## config.mk

```make
export PLATFORM = sky130hd
export DESIGN_NAME = msd_to_bin
export DESIGN_NICKNAME = d
export VERILOG_FILES = /design/src/rtl/msd_to_bin.sv
export SDC_FILE = /design/constraint.sdc
export NUM_CORES = 1
export LEC_CHECK = 0
export ABC_AREA = 1
export BUFFER_PORTS_ARGS = -buffer_cell sky130_fd_sc_hd__buf_2
export CORE_MARGIN = 4
export CORE_UTILIZATION = 52
export CTS_BUF_LIST = sky130_fd_sc_hd__clkbuf_8
export DETAILED_ROUTE_END_ITERATION = 8
export HOLD_SLACK_MARGIN = 0.02
export PLACE_DENSITY = 0.75
export RECOVER_POWER = 25
export SETUP_SLACK_MARGIN = 0.2
export SLEW_MARGIN = 30
export SYNTH_ARGS = -nofsm -noshare
export SYNTH_HDL_FRONTEND = slang
export SYNTH_SLANG_ARGS = --single-unit
```

## constraint.sdc

```tcl
create_clock -name clk -period 3.84 [get_ports clk]
set_input_delay 0.192 -clock clk [delete_from_list [all_inputs] [get_ports clk]]
set_output_delay 0.192 -clock clk [all_outputs]
set_load 0.01 [all_outputs]
```

## src/rtl/msd_to_bin.sv

```systemverilog
// rtl/msd_to_bin.sv - MSD digit vector to two's-complement binary converter
module msd_to_bin #(
    parameter int DIGITS = 77,
    parameter int CHUNK  = 8
) (
    input  logic                  clk,
    input  logic                  rst_n,
    input  logic                  in_valid,
    output logic                  in_ready,
    input  logic [2*DIGITS-1:0]   in_digits,
    output logic                  out_valid,
    input  logic                  out_ready,
    output logic [DIGITS:0]       out_data,
    output logic                  out_err
);

    // Number of chunk steps, padded mask width, counter and shift widths.
    localparam int NC = (DIGITS + CHUNK - 1) / CHUNK;
    localparam int PW = NC * CHUNK;
    localparam int KW = (NC > 1) ? $clog2(NC) : 1;
    localparam int SW = $clog2(PW + 1);

    typedef enum logic [1:0] {
        IDLE = 2'd0,
        CONV = 2'd1,
        DONE = 2'd2
    } state_t;

    state_t              state;
    state_t              state_next;
    logic [2*DIGITS-1:0] digits_q;
    logic [KW-1:0]       k;
    logic                borrow;
    logic                err;
    logic [DIGITS:0]     result;

    logic [PW-1:0]       p_pad;
    logic [PW-1:0]       n_pad;
    logic [PW-1:0]       ill_pad;
    logic [SW-1:0]       shamt;
    logic [CHUNK-1:0]    p_chunk;
    logic [CHUNK-1:0]    n_chunk;
    logic [CHUNK-1:0]    ill_chunk;
    logic [CHUNK:0]      diff;
    logic                borrow_out;
    logic [DIGITS-1:0]   wmask;
    logic [DIGITS-1:0]   wdata;
    logic                last;

    // Decode each registered digit into +1 / -1 / illegal masks; padding positions stay zero.
    always_comb begin
        p_pad   = '0;
        n_pad   = '0;
        ill_pad = '0;
        for (int i = 0; i < DIGITS; i++) begin
            p_pad[i]   = (digits_q[2*i +: 2] == 2'b11);
            n_pad[i]   = (digits_q[2*i +: 2] == 2'b01);
            ill_pad[i] = (digits_q[2*i +: 2] == 2'b00);
        end
    end

    // Select the current chunk and perform the borrow-propagating subtract P - N - borrow.
    always_comb begin
        shamt      = SW'(k) * SW'(CHUNK);
        p_chunk    = p_pad[shamt +: CHUNK];
        n_chunk    = n_pad[shamt +: CHUNK];
        ill_chunk  = ill_pad[shamt +: CHUNK];
        diff       = {1'b0, p_chunk} - {1'b0, n_chunk} - {{CHUNK{1'b0}}, borrow};
        borrow_out = diff[CHUNK];
        // Bits shifted past DIGITS fall off, which clips the last chunk to the vector width.
        wmask      = DIGITS'({CHUNK{1'b1}}) << shamt;
        wdata      = DIGITS'(diff[CHUNK-1:0]) << shamt;
        last       = (k == KW'(NC - 1));
    end

    // State register.
    always_ff @(posedge clk) begin
        if (rst_n) begin
            state <= IDLE;
        end else begin
            state <= state_next;
        end
    end

    // Next-state logic: accept, walk NC chunks, then hold the result until taken.
    always_comb begin
        state_next = state;
        unique case (state)
            IDLE:    if (in_valid)  state_next = CONV;
            CONV:    if (last)      state_next = DONE;
            DONE:    if (out_ready) state_next = IDLE;
            default:                state_next = IDLE;
        endcase
    end

    // Handshake outputs decoded from the state.
    always_comb begin
        in_ready  = (state == IDLE);
        out_valid = (state == DONE);
    end

    // Datapath: capture the vector on accept, then fill the result one chunk per cycle.
    always_ff @(posedge clk) begin
        if (rst_n) begin
            digits_q <= '0;
            k        <= '0;
            borrow   <= 1'b0;
            err      <= 1'b0;
            result   <= '0;
        end else begin
            unique case (state)
                IDLE: begin
                    if (in_valid) begin
                        digits_q <= in_digits;
                        k        <= '0;
                        borrow   <= 1'b0;
                        err      <= 1'b0;
                        result   <= '0;
                    end
                end
                CONV: begin
                    result[DIGITS-1:0] <= (result[DIGITS-1:0] & ~wmask) | wdata;
                    borrow             <= borrow_out;
                    err                <= err | (|ill_chunk);
                    if (last) begin
                        // The final borrow out is the sign of P - N.
                        result[DIGITS] <= borrow_out;
                        k              <= '0;
                    end else begin
                        k <= k + KW'(1);
                    end
                end
                default: begin
                end
            endcase
        end
    end

    assign out_data = result;
    assign out_err  = err;

endmodule

```

==> flow_metrics.py <==
metrics = {
    "sta": {
        "timing.max_slew.rel_slack_pct": 42.9,
        "finClkSkew_ns": 0.0257,
        "worstMarginPinSlew_ns": 0.857,
        "setup-tns-final_ns": 0,
        "finalHoldViolations": 0,
        "rsz0062_at_grt": "false",
        "setup_viol": 0,
        "slew_viol_final": 0,
        "fmax_ghz": 0.289,
        "period_share_pct": 90.0,
        "hold_ws_ns": 0.0479,
        "period_needed_ns": 3.46,
    },
    "global_routing": {
        "grt_first_pass_wirelength_mm": 68.0,
        "grt_use_total_pct": 35.6,
        "first_global_vias": 12530,
        "grt_max_degree": 102,
        "grt_overflow": 0,
        "antenna_found_initial": 1,
    },
    "routing": {
        "viasPerCell": 5.66,
        "drt_first_pass_iters": 6,
        "routedWlPerCell_um": 19.5,
        "finalWirelength_mm": 44.5,
        "antenna_left": 0,
        "via_count": 12897,
        "drc": 0,
        "drt_iter0_markers": 1171,
    },
    "floorplanning": {
        "start_util_pct": 53.3,
        "core_sq_mm": 0.0212,
        "num_rows": 53,
        "io_pins": 239,
        "dieWidth_um": 155,
        "fp.dieArea_sq_mm": 0.0241,
        "die_h_um": 155,
    },
    "layout": {
        "fin_nets": 2148,
        "multi_input_area_sq_mm": 0.00549,
        "stdcell_area_sq_mm": 0.0151,
        "syn_to_final_growth_pct": 33.8,
        "instances_no_fill": 2280,
        "seqCellArea_sq_mm": 0.00481,
        "final_layout_size_suffix_gt1_share_pct": 15.3,
        "nFillCells": 1747,
    },
    "critical_path": {
        "crit_chain": "buf_4 -> nor2_4 -> clkinvlp_4 -> buf_4 -> o31ai_1 -> a21oi_1 -> ha_1 -> inv_1 -> ha_1 -> inv_1 -> o21bai_2 -> nand2_1 -> nand2_1 -> nand2_1 -> nand2_1 -> nand2_1 -> nand2_1 -> a21oi_1 -> o21ai_0 -> a21oi_1",
        "crit_path_max_fanout": 11,
        "required_ns": 4.23,
        "cp.depth": 20,
        "end_kind": "flip-flop",
        "critPathBufInv": 5,
        "slowest_delay_ns": 0.37,
        "crit_path_start": "k[1]$_SDFFE_PP0P_",
        "critPathLaunchType": "flip-flop",
        "r2r_setup_slack_ns": 0.38,
        "arrival_ns": 3.84,
        "r2r-start": "k[1]$_SDFFE_PP0P_",
        "r2r_end": "out_data[14]$_SDFFE_PP0P_",
        "crit_family": "compound AO/OA/AOI/OAI gates",
        "crit_path_frequent_cell": "nand2_1",
        "crit_type": "flip-flop to flip-flop",
        "cp-endpoint": "out_data[14]$_SDFFE_PP0P_",
        "cp_slowest_cell": "o31ai_1",
        "r2r_cells": 20,
    },
    "clocking": {
        "cts_tree": "built",
        "clk_latency_ns": 0.55,
        "clock_path_buffers": 3,
        "clock_sinks": 240,
        "cts_max_level": 2,
        "cts_buffers": 40,
        "clock-root-buffer": "clkbuf_8",
        "cts.clk_slew.worst_paths_ns": 0.07,
    },
    "power": {
        "max-vdd-ir-drop_v": 0.000317,
        "p_leak_nw": 6.17,
        "power_w": 0.00686,
        "p_per_area_mw_per_mm2": 454,
    },
    "synth": {
        "muxShareOfSynthArea_pct": 0,
        "ys_warn_count": 0,
        "syn_avg_cell_area_sq_um": 7.07,
        "synth_top_family_by_area": "compound AO/OA/AOI/OAI gates",
        "synthFlopType": "dfxtp_1",
        "yosysMostFrequentCell": "dfxtp_1",
        "ys_seq_area_share_pct": 42.6,
        "syn-cell-area_sq_mm": 0.0113,
        "syn-num-nets": 1769,
        "synth.area.top_cells": "dfxtp_1 (43%), a21oi_1 (10%), o21ai_0 (10%)",
        "post-synth-top-area-fraction_pct": 42.6,
        "async_reset_ff_share_pct": 0,
        "synth.distinct_cells": 44,
        "synth-simple-area-share_pct": 19.1,
        "synth_xor_area_share_pct": 0.300,
        "synth_cells": 1595,
        "synth_compound_gate_area_share_pct": 26.9,
        "synth_top_area_cell": "dfxtp_1",
        "ys_ff_latch": 240,
        "synthAdderAreaFrac_pct": 1.91,
        "synthTopCellsByCount": "dfxtp_1 (240), a21oi_1 (235), o21ai_0 (228), nand2_1 (213), inv_1 (174)",
        "synth_edf_count": 0,
    },
    "min_path": {
        "min_path_type": "input pin to flip-flop",
    },
    "placement": {
        "dpl_cell_area_sq_mm": 0.0127,
        "dpl.cell_count": 2053,
        "port_buffers": 238,
        "dp_hpwl_mm": 30.2,
        "finalWeightedCongestion": 1.02,
    },
    "run": {
        "maxCapViolCount": 0,
    },
    "status": {
        "status": "completed",
    },
}
## cell families after synthesis
family,Yosys count
adders and majority gates,16
AOI/OAI and AO/OA,561
DFF,240
buffers and inverters,270
xor gates and xnor gates,3
and+or+nand+nor,505
## area by class of cell
type	count	area share (%)
clock inverters	17	0.696
well taps	275	2.28
multi-input cells	1085	36.4
clock buffers	55	5.01
diodes	1	0.0166
repair buffers	425	19.1
flip-flops and latches	240	31.8
inverters	182	4.62
## cells in the final DEF (no fill, tap or decap), drive strengths merged, types with 3 or more instances in the layout
cell type      n
a32o           3
dlygate4sd3  150
buf          195
inv          187
a32oi          3
o21ai        228
dfxtp        240
clkinv         7
o41ai          8
a211oi         3
clkinvlp       4
nor2         177
or2            3
o311ai         3
o31ai          9
ha            14
clkbuf       135
nand2        223
nand4         15
o22ai         20
nand3         67
a21oi        235
a21boi        13
nor3          18
a31oi         23
## per-layer routing
metal  track usage [%]  up-vias  part of all wire, %
li1                  -     6140                    -
met1              45.4     5920                   40
met2              59.1      701                   47
met3              6.29      136                  8.2
met4              16.1        0                  4.3
met5                 0        -                    0
## how the worst min path moves through the flow
stage	start	endpoint	slack (ns)	depth (start not counted)
floorplan	out_ready	state[1]$_SDFFE_PP0P_	0.30	1
global placement	out_ready	state[1]$_SDFFE_PP0P_	0.39	2
detailed placement	out_ready	state[1]$_SDFFE_PP0P_	0.40	2
CTS	in_digits[108]	digits_q[108]$_SDFFE_PP0P_	0.02	3
global route	in_digits[107]	digits_q[107]$_SDFFE_PP0P_	0.04	3
finish	in_digits[145]	digits_q[145]$_SDFFE_PP0P_	0.05	3
## through the flow
step	setup slack (ns)	utilization, %
after detailed placement	0.249	60.3
final	0.383	71.4
after global routing	0.208	71.4
after CTS	0.221	71.4
after floorplan	0.678	-
after global placement	0.229	60.3
## flip-flops by register name, indices dropped and copies added (netlist names)
signal    count
digits_q    154
out_err       1
state         2
out_data     78
borrow        1
k             4
## worst register-to-register path, delay by kind of cell, from the launching register on
family	cells	cell delay [ns]
compound gates	6	1.02
flops	1	0.32
simple gates	7	0.66
buf+inv	5	0.72
fa+ha+maj	2	0.58
## power by group
| part | switching [W] | internal, W | total [W] | leakage, nW |
|---|---|---|---|---|
| logic | 0.00107 | 0.000586 | 0.00165 | 3.72 |
| clock network | 0.00106 | 0.00134 | 0.00240 | 0.476 |
| registers | 0.000144 | 0.00265 | 0.00280 | 1.97 |
## repair_timing
action / 4_1_cts / 5_1_grt
hold endpoints to repair: 149 / 1
setup endpoints to repair: 0 / 38
gates resized for setup: 0 / 18
hold buffers: 149 / 1
setup buffers: 0 / 4
Power figures use the tool's default switching activity.
